[src/rtl/serial_word_assembler_pkg.sv]
// Shared types for the serial word assembler.
// State encoding and the word widths of the downstream register arrays.
`ifndef SERIAL_WORD_ASSEMBLER_PKG_SV
`define SERIAL_WORD_ASSEMBLER_PKG_SV
package serial_word_assembler_pkg;

  typedef enum logic [1:0] {
    IDLE  = 2'b00,
    SHIFT = 2'b01,
    LOAD  = 2'b10
  } sa_state_t;

  localparam int WIDTH_WIDE   = 32;
  localparam int WIDTH_NARROW = 22;

endpackage
`endif

[src/rtl/serial_word_assembler_bit_counter.sv]
// Bit counter for the serial word assembler.
// Clear wins over enable; tc flags the last bit of a word.
module bit_counter
  import serial_word_assembler_pkg::*;
#(
  parameter int WIDTH = WIDTH_WIDE,
  parameter int CNT_W = 6
) (
  input  logic clk,
  input  logic rst,
  input  logic clr,
  input  logic en,
  output logic tc
);

  localparam logic [CNT_W-1:0] TERM = CNT_W'(WIDTH - 1);

  logic [CNT_W-1:0] count;

  always_ff @(posedge clk or posedge rst) begin
    if (rst) begin
      count <= '0;
    end else if (clr) begin
      count <= '0;
    end else if (en) begin
      count <= count + CNT_W'(1);
    end
  end

  assign tc = (count == TERM);

endmodule

[src/rtl/serial_word_assembler.sv]
// Serial-to-parallel word assembler driving a register array load port.
// Only complete words ever produce a load strobe.
module serial_word_assembler
  import serial_word_assembler_pkg::*;
#(
  parameter int WIDTH     = WIDTH_WIDE,
  parameter bit MSB_FIRST = 1'b1,
  parameter int CNT_W     = 6
) (
  input  logic             clk,
  input  logic             rst,
  input  logic             start,
  input  logic             abort,
  input  logic             ser_valid,
  input  logic             ser_data,
  output logic             ser_ready,
  output logic [WIDTH-1:0] data_out,
  output logic             load,
  output logic             busy,
  output logic [7:0]       word_count
);

  sa_state_t        state;
  sa_state_t        state_nx;
  logic             cnt_clr;
  logic             cnt_en;
  logic             tc;
  logic             take;
  logic [WIDTH-1:0] shreg;
  logic [WIDTH-1:0] shifted;

  bit_counter #(
    .WIDTH(WIDTH),
    .CNT_W(CNT_W)
  ) u_cnt (
    .clk(clk),
    .rst(rst),
    .clr(cnt_clr),
    .en (cnt_en),
    .tc (tc)
  );

  always_ff @(posedge clk or posedge rst) begin
    if (rst) begin
      state <= IDLE;
    end else begin
      state <= state_nx;
    end
  end

  // abort outranks a same-cycle bit; start is only honoured in IDLE/LOAD
  always_comb begin
    state_nx = state;
    cnt_clr  = 1'b0;
    cnt_en   = 1'b0;
    take     = 1'b0;
    unique case (state)
      IDLE: begin
        if (start) begin
          state_nx = SHIFT;
          cnt_clr  = 1'b1;
        end
      end
      SHIFT: begin
        if (abort) begin
          state_nx = IDLE;
          cnt_clr  = 1'b1;
        end else if (ser_valid) begin
          take = 1'b1;
          if (tc) begin
            state_nx = LOAD;
            cnt_clr  = 1'b1;
          end else begin
            cnt_en = 1'b1;
          end
        end
      end
      LOAD: begin
        state_nx = start ? SHIFT : IDLE;
      end
      default: begin
        state_nx = IDLE;
      end
    endcase
  end

  assign shifted = MSB_FIRST ? {shreg[WIDTH-2:0], ser_data}
                             : {ser_data, shreg[WIDTH-1:1]};

  always_ff @(posedge clk or posedge rst) begin
    if (rst) begin
      shreg <= '0;
    end else if (take) begin
      shreg <= shifted;
    end
  end

  always_ff @(posedge clk or posedge rst) begin
    if (rst) begin
      word_count <= '0;
    end else if (state == LOAD) begin
      word_count <= word_count + 8'd1;
    end
  end

  assign ser_ready = (state == SHIFT);
  assign load      = (state == LOAD);
  assign busy      = (state != IDLE);
  assign data_out  = shreg;

endmodule

[config.mk]
export PLATFORM = sky130hd
export DESIGN_NAME = serial_word_assembler
export DESIGN_NICKNAME = d
export VERILOG_FILES = /design/src/rtl/serial_word_assembler_pkg.sv /design/src/rtl/serial_word_assembler_bit_counter.sv /design/src/rtl/serial_word_assembler.sv
export SDC_FILE = /design/constraint.sdc
export NUM_CORES = 1
export LEC_CHECK = 0
export BUFFER_PORTS_ARGS = -buffer_cell sky130_fd_sc_hd__buf_2
export CORE_MARGIN = 10
export CORE_UTILIZATION = 33
export DETAILED_ROUTE_END_ITERATION = 8
export PLACE_DENSITY = 0.57
export REMOVE_ABC_BUFFERS = 1
export SLEW_MARGIN = 10
export SYNTH_ARGS = -nofsm -noshare
export SYNTH_HDL_FRONTEND = slang
export SYNTH_SLANG_ARGS = --single-unit
[constraint.sdc]
create_clock -name clk -period 1.4 [get_ports clk]
set_input_delay 0.14 -clock clk [delete_from_list [all_inputs] [get_ports clk]]
set_output_delay 0.14 -clock clk [all_outputs]
set_load 0.02 [all_outputs]
---- Yosys cells after proc, flatten, opt, wreduce, memory -nomap -nowiden ----
Index checks and enable logic that the tools add are counted.
word-level totals
  latch bits .............................. 0
  RAM bits ................................ 0
  input port bits ......................... 6
  register bits after elaboration ......... 48
  output and inout port bits .............. 43
  ROM bits ................................ 0
  memories kept ........................... 0
  word-level logic and storage cells ...... 36
cells by class
  add/sub/neg operators ................... 2
  bitwise logic cells ..................... 0
  multiply operators ...................... 0
  equal/unequal tests ..................... 6
  shift operators ......................... 0
  magnitude comparators ................... 0
  div/mod/pow operators ................... 0
  reduce and logical (&&, ||, !) cells .... 4
  mux-type cells .......................... 20
operators with widths
  operator             number
  $mux 1               12
  $mux 6               2
  $add 8x1->8 const B  1
  $mux 2               4
  $add 6x1->6 const B  1
  $eq 6x5->1 const B   1
  $pmux 2 s3           1
  $reduce_bool 2->1    2
  $ne 3x2->1 const B   1
  $ne 3x3->1 const B   1
  $reduce_and 3->1     1
  $eq 2x1->1 const B   1
  $eq 2x2->1 const B   1
  $logic_not 2->1      1
  $ne 2x2->1 const B   1
  $pmux 1 s2           1

---- Longest topological paths before layout ----
Gate-level depths: netlist (run 1).
  depth after elaboration ................. 7
  gate-level depth with buffers ........... 5
  gate-level depth less buffers ........... 5

---- Hierarchy ----
From an unflattened synthesis (run 1), not the netlist that was laid out.
second synthesis, totals
  cells, all modules ...................... 140
  area, all modules ....................... 2074.5 µm²
modules (own cells, without submodules)
  module                 area each (µm²)  times used  cells each  seq. area each (µm²)
  serial_word_assembler  1793.0           1           113         1051.0
  bit_counter            281.5            1           27          150.1

---- Worst setup path before layout (run 1) ----
OpenSTA, ideal clock, no wires.
  kind .................................... register to register
  from .................................... register u_cnt.count[0]
  to ...................................... register u_cnt.count[2]
  path buffers ............................ 0
  arrival ................................. 1353 ps
  clock period less this slack ............ 1488 ps
  setup slack ............................. -88 ps
  stages on the path, launching flop included .. 6
  path through ............................ dfrtp_1 -> ha_1 -> nor2b_1 -> a31oi_1 -> a211oi_2 -> nor3_2
on the way
  cells in the longest elaborated chain, start to end .. 6
  elaborated cells on any way between the ends .. 13
  classes of those cells .................. add/sub (1); eq/ne (1); mux (10); reduce/logical (1)
RTL lines
  what                                                line                                     text
  from (decl)                                         serial_word_assembler_bit_counter.sv:18  logic [CNT_W-1:0] count;
  from (signal assigned)                              serial_word_assembler_bit_counter.sv:26  count <= count + CNT_W'(1);
  $eq 6x5->1                                          serial_word_assembler_bit_counter.sv:30  assign tc = (count == TERM);
  $mux 1                                              serial_word_assembler.sv:70              if (tc) begin
  $mux 1                                              serial_word_assembler.sv:68              end else if (ser_valid) begin
  $mux 1                                              serial_word_assembler.sv:65              if (abort) begin
  $pmux 1 s2 / $mux 1 (equally long branches)         serial_word_assembler.sv:57              unique case (state)
  $mux 6 / $reduce_bool 2->1 (equally long branches)  n/a
Parallel ways exist; a longest one is shown, timed or not. The select of a mux whose other input is x is not followed.
A chain may end at the register's enable or synchronous reset.

---- Worst setup path after layout (run 1) ----
  from .................................... register state[1]
  to ...................................... output port load
on the way
  cells in the longest elaborated chain, start to end .. 1
RTL lines
  what                    line                          text
  from (decl)             serial_word_assembler.sv:23   sa_state_t state;
  from (signal assigned)  serial_word_assembler.sv:47   state <= state_nx;
  $eq 2x2->1              serial_word_assembler.sv:107  assign load = (state == LOAD);
  to (decl)               serial_word_assembler.sv:18   output logic load,
Every way passes these cells.

==> results of run 1 <==
==> cells by family after synthesis <==
family          count (synthesis)
flops                          48
simple gates                   29
buf+inv                         6
compound gates                  7
xor+xnor                        9
mux                            37
fa+ha+maj                       2
==> placed cells by master (no fill, tap or decap), types with 2 or more instances in the layout <==
cell type	synthesis	layout
sky130_fd_sc_hd__dfrtp_1	48	48
sky130_fd_sc_hd__buf_2	3	45
sky130_fd_sc_hd__mux2_4	8	18
sky130_fd_sc_hd__buf_4	0	15
sky130_fd_sc_hd__mux2_1	22	12
sky130_fd_sc_hd__nor2_1	8	7
sky130_fd_sc_hd__clkbuf_8	0	6
sky130_fd_sc_hd__xor2_1	5	5
sky130_fd_sc_hd__and3_1	4	4
sky130_fd_sc_hd__mux2_2	4	4
sky130_fd_sc_hd__nand2_1	4	4
sky130_fd_sc_hd__xnor2_1	4	4
sky130_fd_sc_hd__buf_6	2	4
sky130_fd_sc_hd__mux2i_1	3	3
sky130_fd_sc_hd__nand4_1	3	3
sky130_fd_sc_hd__buf_12	0	3
sky130_fd_sc_hd__nand3_1	2	2
sky130_fd_sc_hd__nor2b_1	3	2
==> stage by stage <==
stage / utilization [%] / setup TNS (ps) / hold WS (ps)
4_1_cts: 44.06 / -26.67 / 48.84
5_1_grt: 46.28 / -671.9 / 60.45
6_report: 46.28 / 0 / 71.05
3_3_place_gp: 41.17 / -4.551 / 202.3
2_1_floorplan: - / -28940 / 274.8
3_5_place_dp: 41.17 / -85.61 / 197.9
==> where the power goes <==
| part | internal (mW) | leakage [nW] | switching, mW |
|---|---|---|---|
| combinational | 0.292 | 0.762 | 0.323 |
| clock | 0.585 | 0.0614 | 0.484 |
| sequential | 1.51 | 0.656 | 0.0925 |
==> repair_timing <==
| action | 4_1_cts | 5_1_grt |
|---|---|---|
| endpoints found under the hold margin | 48 | 0 |
| endpoints found under the setup margin | 16 | 42 |
| gates cloned | 0 | 1 |
| hold buffers | 1 | 0 |
| resized for setup | 8 | 21 |
| pin swaps | 2 | 4 |
| setup buffers | 3 | 3 |
==> layer usage <==
metal / global-route usage [%] / vias to the layer above / share of wire (%)
met2: 12.89 / 32 / 47
li1: - / 624 / -
met5: 0 / - / 0
met3: 3.171 / 8 / 7.0
met1: 9.903 / 667 / 44
met4: 4.027 / 0 / 1.8
==> state kept, by name, summed over array words and instances (netlist names) <==
name	flops
state	2
data_out	32
word_count	8
u_cnt.count	6
==> worst register-to-register path: cells and delay by family (launching register included) <==
kind / cells / cell delay, ps
buffers and inverters: 1 / 200
muxes: 1 / 320
and+or+nand+nor: 1 / 380
DFF: 1 / 390
==> worst max path at each step <==
stage                                      end  cells after the start                       start
floorplan           u_cnt.count[3]$_DFFE_PP0P_                      4        state[1]$_DFFE_PP0P_
global placement    u_cnt.count[5]$_DFFE_PP0P_                      5        state[1]$_DFFE_PP0P_
detailed placement  u_cnt.count[2]$_DFFE_PP0P_                      6  u_cnt.count[0]$_DFFE_PP0P_
CTS                    data_out[8]$_DFFE_PP0P_                      3        state[1]$_DFFE_PP0P_
global route        u_cnt.count[4]$_DFFE_PP0P_                      5        state[1]$_DFFE_PP0P_
finish                                    load                      4        state[1]$_DFFE_PP0P_
==> synthesized netlist by cell type (4+ instances only) <==
library cell              number
sky130_fd_sc_hd__and3_1        4
sky130_fd_sc_hd__dfrtp_1      48
sky130_fd_sc_hd__mux2_1       22
sky130_fd_sc_hd__mux2_2        4
sky130_fd_sc_hd__mux2_4        8
sky130_fd_sc_hd__nand2_1       4
sky130_fd_sc_hd__nor2_1        8
sky130_fd_sc_hd__xnor2_1       4
sky130_fd_sc_hd__xor2_1        5
==> layout make-up <==
class / count / area, um2 / area share (%)
clock buffers: 6 / 82.58 / 3.014
clock inverters: 2 / 38.79 / 1.416
inverters: 1 / 3.754 / 0.1370
multi-input cells: 84 / 842.1 / 30.73
flip-flops and latches: 48 / 1201 / 43.84
well taps: 75 / 93.84 / 3.425
repair buffers: 69 / 478.0 / 17.44
==> reports/metrics.cfg, run 1 <==
[setup_path]
timing.reg2reg.setup_slack_ps=10
critical_path.max_stage_delay_ps=390
count_of_buffering_cells_on_the_critical_path_with_inverters_included=3
timing_worst_setup_path_type=reg -> out
critical_path.reg2reg.endpoint=data_out[24]$_DFFE_PP0P_
timing.critical_path.slowest_stage_cell=sky130_fd_sc_hd__dfrtp_1
critical-path-top-delay-family=buffers and inverters
critical_path.max_fanout=7
setup.worst_path.end_class=output port
critical_path.reg2reg.startpoint=state[1]$_DFFE_PP0P_
crit_path_cell_trace=buf_4 > nor2b_1 > buf_4 > buf_6
cpMostUsedCell=sky130_fd_sc_hd__buf_4
timing.critical_path.required_ps=1260
worst-endpoint-arrival_ps=1260
reg2reg_depth=3
startpoint_kind_of_the_worst_setup_timing_path=flop

[route]
wire_per_inst_um=14.33
route.antenna.remaining_nets=0
drt_first_pass_iters=4
drc=0
wl_mm=4.084
first_iter_violations=43
vias=1331
avgViaCountPerCell=4.670

[synth]
synth_top_family_by_area=multiplexers
yosys_register_bits=48
fraction_of_synthesized_area_in_multiplexers_pct=22.03
synth_top_area_share_pct=59.74
ys_dominant_reg_cell=sky130_fd_sc_hd__dfrtp_1
yosysTopAreaCell=sky130_fd_sc_hd__dfrtp_1
yosysWarnings=0
synth_edf_count=0
synthesis.area_per_instance_um2=14.57
adder_and_majority_cell_fraction_of_the_synthesized_area_pct=1.245
number_of_distinct_library_cells_after_synthesis=29
synthesis.instances=138
async_reset_ff_share_pct=100.0
synth_compound_area_share_pct=2.987
synth.area.top_cells=sky130_fd_sc_hd__dfrtp_1 60%, sky130_fd_sc_hd__mux2_1 12%, sky130_fd_sc_hd__mux2_4 6.0%
synth-simple-area-share_pct=8.027
synth_xor_area_share_pct=3.920
ys_seq_area_share_pct=59.74
mappedNetlistArea_mm2=0.002011

[placed_design]
pre_cts_ws_ps=-32.08
place_congestion=0.7285
placed_cells=270
port_buffers=48
dp_hpwl_mm=2.828
placement.cell_area_mm2=0.002437

[pwr]
finalPower_mw=3.284
total_leakage_power_nw=1.479
power_per_cell_area_mw_per_mm2=1198
highest_ir_drop_seen_on_vdd_v=0.0007547

[worst_hold_path]
worst_hold_path.endpoint=data_out[0]$_DFFE_PP0P_
holdCritPathClass=in -> reg
hp-start=ser_data
hold-path-cell-count=2

[timing]
drv_slew=0
fin_crit_ps=1397
rsz_0062_raised_after_global_routing=true
period_share_pct=99.78
clock.fmax_ghz=0.7159
worst_pin_slew_ps=256.1
final_hold_viol_count=0
setup_viol_count_final=0
max_slew_margin_pct=82.93
worst_clock_skew_ps=11.17
worst_slack_ps=3.132

[grt]
grt_antenna_before_repair=0
grt_pass1_vias=1313
globalRouteTotalUtil_pct=8.322
grt_overflow_total=0
grt_first_pass_wirelength_mm=6.555
maximum_number_of_pins_on_one_net_before_global_route_repair=49

[floorplanning]
core_area_mm2=0.005921
io-pin-count=49
die-area_mm2=0.009615
die_h_um=98.06
dieWidth_um=98.06
placement_rows=28
start_util_pct=33.96

[finish]
num_antenna_cells=0
layout.cell_area.non_filler_mm2=0.002740
post_route_cells_drive_above_1_share_pct=51.90
layout.filler_cells=559
syn2layout_area_growth_pct=36.28
nNetsFinal=217
finish.cell_count_without_fillers=285

[clock_tree]
numClockSinks=48
cts-buffers-inserted=5
clock-root-buffer=sky130_fd_sc_hd__clkbuf_8
worst_setup_hold_path_clk_slew_ps=100
clock_insertion_delay_worst_skew_ps=310
cts.path.max_buffers=2
cts_htree_levels=2
tritoncts=yes

[run_status]
status=finished, final reports clean

[job]
cap_viol_max_count=0

Power figures use the tool's default switching activity.
==> run 2, diff against run 1 <==
--- a/config.mk
+++ b/config.mk
@@ -6,10 +6,12 @@
 export NUM_CORES = 1
 export LEC_CHECK = 0
 export BUFFER_PORTS_ARGS = -buffer_cell sky130_fd_sc_hd__buf_2
+export CELL_PAD_IN_SITES_DETAIL_PLACEMENT = 1
+export CELL_PAD_IN_SITES_GLOBAL_PLACEMENT = 1
 export CORE_MARGIN = 10
 export CORE_UTILIZATION = 33
 export DETAILED_ROUTE_END_ITERATION = 8
-export PLACE_DENSITY = 0.57
+export PLACE_DENSITY = 0.67
 export REMOVE_ABC_BUFFERS = 1
 export SLEW_MARGIN = 10
 export SYNTH_ARGS = -nofsm -noshare
==> run 2 against run 1 <==
  * Non-clock buffer count decreased by 1
  * Final area decreased by 2.6%
  * Global-route usage increased by 0.81 points
  * Count of clock-buffer cells in the layout unchanged
  * Clock skew decreased by 2.4 ps
  * Clock power decreased by 19%
  * Maximum frequency increased by 0.41%
  * Flip-flop and latch count unchanged
  * Worst setup slack improved by 5.7 ps
==> reports/metrics.cfg, run 2 (synthesis gave the netlist of run 1 again) <==
[grt]
grt_pass1_vias=1471  ; was 1313
globalRouteTotalUtil_pct=9.135  ; was 8.322%
grt_overflow_total=0  ; unchanged
maximum_number_of_pins_on_one_net_before_global_route_repair=24  ; was 49
grt_antenna_before_repair=0  ; unchanged
grt_first_pass_wirelength_mm=7.431  ; was 6.555 mm

[placed_design]
pre_cts_ws_ps=-30.59  ; was -32.08 ps
dp_hpwl_mm=3.355  ; was 2.828 mm
placement.cell_area_mm2=0.002457  ; was 0.002437 mm2
place_congestion=0.7411  ; was 0.7285
port_buffers=48  ; unchanged

[job]
cap_viol_max_count=0  ; unchanged

[run_status]
status=finished, final reports clean  ; unchanged

[pwr]
power_frac_seq_pct=52.9  ; was 48.7%
total_switching_power_uw=876.7  ; was 899.7 uW
clock_power_share_pct=28.4  ; was 32.6%
internal_power_mw=2.158  ; was 2.384 mW
total_leakage_power_nw=1.457  ; was 1.479 nW
swShare_pct=28.89  ; was 27.40%
highest_ir_drop_seen_on_vdd_v=0.0006602  ; was 0.0007547 V
comb_power_share_pct=18.7  ; about the same
power_per_cell_area_mw_per_mm2=1138  ; was 1198 mW/mm2

[finish]
ff_latch_area_mm2=0.001201  ; unchanged
multi_input_comb_area_um2=808.3  ; was 842.1 um2
layout.cells.most_common=sky130_fd_sc_hd__dfrtp_1  ; unchanged
post_route_cells_drive_above_1_share_pct=47.85  ; was 51.90%
nNetsFinal=216  ; was 217
num_antenna_cells=0  ; unchanged
syn2layout_area_growth_pct=32.67  ; was 36.28%
most-common-layout-cells=48 x sky130_fd_sc_hd__dfrtp_1, 46 x sky130_fd_sc_hd__buf_2, 19 x sky130_fd_sc_hd__mux2_1  ; was 48 x sky130_fd_sc_hd__dfrtp_1, 45 x sky130_fd_sc_hd__buf_2, 18 x sky130_fd_sc_hd__mux2_4
finalCoreUtilization_pct=45.05  ; was 46.28%
layout.filler_cells=628  ; was 559
layout.cell_area.non_filler_mm2=0.002668  ; was 0.002740 mm2
largest_register_ffs=32  ; unchanged

[worst_hold_path]
worst_hold_path.endpoint=data_out[0]$_DFFE_PP0P_  ; unchanged
hold-path-cell-count=2  ; unchanged
holdCritPathClass=in -> reg  ; unchanged
hp-start=ser_data  ; unchanged

[floorplanning]
dieWidth_um=98.06  ; unchanged
placement_rows=28  ; unchanged
io-pin-count=49  ; unchanged
die_h_um=98.06  ; unchanged
start_util_pct=33.96  ; unchanged
core_area_mm2=0.005921  ; unchanged
die-area_mm2=0.009615  ; unchanged

[clock_tree]
cts.path.max_buffers=2  ; unchanged
cts_htree_levels=2  ; unchanged
cts-buffers-inserted=5  ; unchanged
tritoncts=yes  ; unchanged
clock_insertion_delay_worst_skew_ps=290  ; was 310 ps
numClockSinks=48  ; unchanged
clock-root-buffer=sky130_fd_sc_hd__clkbuf_8  ; unchanged
worst_setup_hold_path_clk_slew_ps=90  ; was 100 ps

[route]
drt_first_pass_iters=4  ; unchanged
first_iter_violations=30  ; was 43
drc=0  ; unchanged
vias=1351  ; was 1331
route.antenna.remaining_nets=0  ; unchanged
avgViaCountPerCell=4.757  ; was 4.670
wire_per_inst_um=16.27  ; was 14.33 um
wl_mm=4.621  ; was 4.084 mm

[setup_path]
worst-endpoint-arrival_ps=1580  ; was 1260 ps
timing_worst_setup_path_type=reg -> reg  ; was reg -> out
critical_path.max_stage_delay_ps=380  ; was 390 ps
timing.reg2reg.setup_slack_ps=9  ; was 10 ps
critical_path.reg2reg.startpoint=state[1]$_DFFE_PP0P_  ; unchanged
critical_path.max_fanout=11  ; was 7
startpoint_kind_of_the_worst_setup_timing_path=flop  ; unchanged
timing.critical_path.required_ps=1590  ; was 1260 ps
timing.critical_path.slowest_stage_cell=sky130_fd_sc_hd__dfrtp_1  ; unchanged
setup.worst_path.end_class=flop  ; was output port
crit_path_cell_trace=and4bb_4 > clkbuf_16 > mux2_1  ; was buf_4 > nor2b_1 > buf_4 > buf_6
reg2reg_depth=3  ; unchanged
critical_path.reg2reg.endpoint=data_out[27]$_DFFE_PP0P_  ; was data_out[24]$_DFFE_PP0P_

[timing]
max_slew_margin_pct=67.34  ; was 82.93%
setup_viol_count_final=0  ; unchanged
worst_slack_ps=8.866  ; was 3.132 ps
fin_crit_ps=1391  ; was 1397 ps
period_share_pct=99.37  ; was 99.78%
drv_slew=0  ; unchanged
worst_clock_skew_ps=8.738  ; was 11.17 ps
worst_pin_slew_ps=489.2  ; was 256.1 ps
rsz_0062_raised_after_global_routing=true  ; unchanged
final_hold_viol_count=0  ; unchanged
clock.fmax_ghz=0.7188  ; was 0.7159 GHz

==> run 2: cell count changes in the layout (fill, tap and decap cells not counted), sizes merged <==
cell and change:
inv +1, bufinv -1, buf -1
==> run 2: power by group through the flow <==
stage / clock network [mW] / registers, mW / logic (mW)
after floorplan: 0 / 1.75 / 0.166
final: 0.862 / 1.60 / 0.568
after global placement: 0 / 1.63 / 0.524
after CTS: 0.894 / 1.61 / 0.554
after detailed placement: 0 / 1.63 / 0.540
after global routing: 0.961 / 1.62 / 0.614
==> run 2: final cells by class <==
| cell class | count | area share, % |
|---|---|---|
| Clock buffer | 6 | 3.096 |
| Multi-Input combinational cell | 84 | 30.30 |
| Clock inverter | 2 | 0.5159 |
| Timing Repair Buffer | 68 | 17.40 |
| Inverter | 1 | 0.1407 |
| Tap cell | 75 | 3.518 |
| Sequential cell | 48 | 45.03 |
==> run 2: worst max-delay path by stage <==
| stage | to | from | cells after the start |
|---|---|---|---|
| after floorplan | u_cnt.count[3]$_DFFE_PP0P_ | state[1]$_DFFE_PP0P_ | 4 |
| after global placement | data_out[9]$_DFFE_PP0P_ | state[1]$_DFFE_PP0P_ | 3 |
| after detailed placement | u_cnt.count[1]$_DFFE_PP0P_ | u_cnt.count[0]$_DFFE_PP0P_ | 6 |
| after CTS | data_out[29]$_DFFE_PP0P_ | state[1]$_DFFE_PP0P_ | 3 |
| after global routing | u_cnt.count[4]$_DFFE_PP0P_ | state[1]$_DFFE_PP0P_ | 5 |
| final | data_out[27]$_DFFE_PP0P_ | state[1]$_DFFE_PP0P_ | 3 |
==> run 2: worst max-delay path: cells and delay by family, from the launching register on <==
family	cells	cell delay (ps)
AND/OR/NAND/NOR	1	370
multiplexers	1	320
flip-flops	1	380
buffers and inverters	1	200
==> run 2: through the flow <==
stage / total power, mW / hold slack [ps] / cells / TNS (ps)
4_1_cts: 3.054 / 51.81 / 280 / -242.1
3_5_place_dp: 2.172 / 201.3 / 271 / -184.0
2_1_floorplan: 1.920 / 274.8 / 133 / -28940
5_1_grt: 3.194 / 66.18 / 284 / -496.6
6_report: 3.035 / 61.14 / 284 / 0
3_3_place_gp: 2.149 / 184.2 / 271 / 0
==> run 2: repair_timing <==
item / CTS / global route
hold buffers: 1 / 0
pin swaps: 1 / 5
gates cloned: 0 / 1
setup endpoints to repair: 24 / 33
gates resized for setup: 10 / 6
buffers inserted: 0 / 3
endpoints found under the hold margin: 19 / 0
==> run 2: metal layers <==
layer / global-route usage [%] / routed length (um)
met5: 0 / 0
met3: 3.101 / 236
met1: 10.39 / 1949
met2: 15.94 / 2398
met4: 2.349 / 37
==> run 3, diff against run 2 <==
--- a/config.mk
+++ b/config.mk
@@ -10,6 +10,7 @@
 export CELL_PAD_IN_SITES_GLOBAL_PLACEMENT = 1
 export CORE_MARGIN = 10
 export CORE_UTILIZATION = 33
+export CTS_BUF_LIST = sky130_fd_sc_hd__clkbuf_4
 export DETAILED_ROUTE_END_ITERATION = 8
 export PLACE_DENSITY = 0.67
 export REMOVE_ABC_BUFFERS = 1
==> run 3 against run 2 <==
  * The run now ends with setup timing left
  * Via count is 0.15% lower
  * Die area stayed put
  * Routed wire length is 1.4% lower
  * Worst hold slack worse by 0.59 ps
  * Global-route usage is 0.25 points higher
  * Critical endpoint is now data_out[29]$_DFFE_PP0P_
  * Largest cell class unchanged
==> reports/metrics.cfg, run 3 (synthesis gave the netlist of run 1 again) <==
[floorplanning]
io-pin-count=49  ; unchanged
placement_rows=28  ; unchanged
start_util_pct=33.96  ; unchanged
die_h_um=98.06  ; unchanged
dieWidth_um=98.06  ; unchanged
core_area_mm2=0.005921  ; unchanged
die-area_mm2=0.009615  ; unchanged

[grt]
globalRouteTotalUtil_pct=9.384  ; was 9.135%
grt_overflow_total=0  ; unchanged
grt_pass1_vias=1494  ; was 1471
grt_antenna_before_repair=0  ; unchanged
grt_first_pass_wirelength_mm=7.603  ; was 7.431 mm
maximum_number_of_pins_on_one_net_before_global_route_repair=24  ; unchanged

[setup_path]
count_of_buffering_cells_on_the_critical_path_with_inverters_included=1  ; unchanged
critical_path.max_fanout=11  ; unchanged
critical_path.reg2reg.endpoint=data_out[29]$_DFFE_PP0P_  ; was data_out[27]$_DFFE_PP0P_
worst-endpoint-arrival_ps=1720  ; was 1580 ps
timing.reg2reg.setup_slack_ps=-70  ; was 9 ps
timing_worst_setup_path_type=reg -> reg  ; unchanged
setup.worst_path.end_class=flop  ; unchanged
critical_path.max_stage_delay_ps=420  ; was 380 ps
critPathCapture=data_out[29]$_DFFE_PP0P_  ; was data_out[27]$_DFFE_PP0P_
worst-path-stages=3  ; unchanged
timing.critical_path.slowest_stage_cell=sky130_fd_sc_hd__and4bb_2  ; was sky130_fd_sc_hd__dfrtp_1
crit_path_cell_trace=and4bb_2 > clkbuf_16 > mux2_1  ; was and4bb_4 > clkbuf_16 > mux2_1
critical_path_start=state[1]$_DFFE_PP0P_  ; unchanged
startpoint_kind_of_the_worst_setup_timing_path=flop  ; unchanged
timing.critical_path.required_ps=1650  ; was 1590 ps
critical-path-top-delay-family=simple AND/OR/NAND/NOR gates  ; was flip-flops
critical_path.reg2reg.startpoint=state[1]$_DFFE_PP0P_  ; unchanged
reg2reg_depth=3  ; unchanged

[finish]
layout.cells.most_common=sky130_fd_sc_hd__dfrtp_1  ; unchanged
post_route_cells_drive_above_1_share_pct=45.71  ; was 47.85%
most-common-layout-cells=48 x sky130_fd_sc_hd__dfrtp_1, 45 x sky130_fd_sc_hd__buf_2, 22 x sky130_fd_sc_hd__mux2_1  ; was 48 x sky130_fd_sc_hd__dfrtp_1, 46 x sky130_fd_sc_hd__buf_2, 19 x sky130_fd_sc_hd__mux2_1
nNetsFinal=217  ; was 216
num_antenna_cells=0  ; unchanged
finalCoreUtilization_pct=44.61  ; was 45.05%
syn2layout_area_growth_pct=31.36  ; was 32.67%
largest_register_ffs=32  ; unchanged

[route]
wire_per_inst_um=15.99  ; was 16.27 um
drc=0  ; unchanged
drt_first_pass_iters=4  ; unchanged
avgViaCountPerCell=4.733  ; was 4.757
met1_length_mm=1.972  ; was 1.949 mm
met3RoutedLength_um=236  ; unchanged
top_layer_used=met4  ; unchanged
vias=1349  ; was 1351
wl_mm=4.556  ; was 4.621 mm
first_iter_violations=19  ; was 30
routed-wl-met2_mm=2.323  ; was 2.398 mm
route.antenna.remaining_nets=0  ; unchanged

[pwr]
power_frac_seq_pct=57.1  ; was 52.9%
comb_power_share_pct=20.4  ; was 18.7%
total_leakage_power_nw=1.440  ; was 1.457 nW
highest_ir_drop_seen_on_vdd_v=0.0006389  ; was 0.0006602 V
swShare_pct=30.62  ; was 28.89%
internal_power_mw=1.944  ; was 2.158 mW
power_per_cell_area_mw_per_mm2=1061  ; was 1138 mW/mm2
clock_power_share_pct=22.5  ; was 28.4%
total_switching_power_uw=858.1  ; was 876.7 uW

[job]
cap_viol_max_count=0  ; unchanged

[clock_tree]
cts_htree_levels=2  ; unchanged
cts.path.max_buffers=2  ; unchanged
cts-buffers-inserted=5  ; unchanged
clock_insertion_delay_worst_skew_ps=350  ; was 290 ps
tritoncts=yes  ; unchanged
numClockSinks=48  ; unchanged
worst_setup_hold_path_clk_slew_ps=150  ; was 90 ps
clock-root-buffer=sky130_fd_sc_hd__clkbuf_4  ; was sky130_fd_sc_hd__clkbuf_8

[timing]
drv_slew=0  ; unchanged
worst_pin_slew_ps=479.6  ; was 489.2 ps
setup_viol_count_final=39  ; was 0
worst_slack_ps=-74.02  ; was 8.866 ps
max_slew_margin_pct=67.98  ; was 67.34%
fin_crit_ps=1474  ; was 1391 ps
fin_worst_hold_slack_ps=60.56  ; was 61.14 ps
worst_clock_skew_ps=16.85  ; was 8.738 ps
period_share_pct=105.3  ; was 99.37%
rsz_0062_raised_after_global_routing=true  ; unchanged
clock.fmax_ghz=0.6784  ; was 0.7188 GHz
final_hold_viol_count=0  ; unchanged

[placed_design]
dp_hpwl_mm=3.355  ; unchanged
place_congestion=0.7411  ; unchanged
port_buffers=48  ; unchanged

[worst_hold_path]
hold-path-cell-count=2  ; unchanged
holdCritPathClass=in -> reg  ; unchanged

[run_status]
failing_checks=setup timing
status=complete, but fails checks  ; was finished, final reports clean

==> run 3: repair_timing <==
item                       4_1_cts  5_1_grt
hold endpoints to repair        20        0
hold buffers                     2        0
setup buffers                    5        0
resized for setup               16        0
gates cloned                     0        1
setup endpoints to repair       30       37
pin swaps                        4        1
==> run 3: worst min path at each step <==
stage	from	to	slack (ps)
after floorplan	ser_data	data_out[0]$_DFFE_PP0P_	270
after global placement	rst	word_count[7]$_DFFE_PP0P_	180
after detailed placement	rst	word_count[7]$_DFFE_PP0P_	200
after CTS	start	state[0]$_DFFE_PP0P_	40
after global routing	start	state[0]$_DFFE_PP0P_	30
final	start	state[0]$_DFFE_PP0P_	60
==> run 3: through the flow <==
step	TNS, ps	setup slack (ps)	total power, mW	cells	instance area (um2)
after CTS	-564.7	-73.92	2.855	284	2616
after detailed placement	-184.0	-30.59	2.172	271	2457
after global placement	0	3.877	2.149	271	2457
after global routing	-3058	-115.9	2.968	285	2641
final	-1345	-74.02	2.802	285	2641
after floorplan	-28940	-813.7	1.920	133	1973
==> run 3: metal layers <==
metal / up-vias / global-route usage [%]
met5: - / 0
met4: 0 / 2.349
met3: 2 / 3.312
met2: 25 / 16.24
met1: 696 / 10.73
li1: 626 / -
==> run 3: power groups by stage <==
stage               Combinational (mW)  Clock, mW  Sequential (mW)
global placement                 0.524          0             1.63
global route                     0.622      0.728             1.62
finish                           0.572      0.629             1.60
CTS                              0.580      0.668             1.61
detailed placement               0.540          0             1.63
floorplan                        0.166          0             1.75
==> run 3: cell type report <==
cell class / count / area [um2]
clock buffers: 5 / 37.54
clock inverters: 3 / 17.52
fillers: 630 / 3279
inverters: 1 / 3.754
multi-input cells: 84 / 807.0
flip-flops and latches: 48 / 1201
well taps: 75 / 93.84
repair buffers: 69 / 480.5
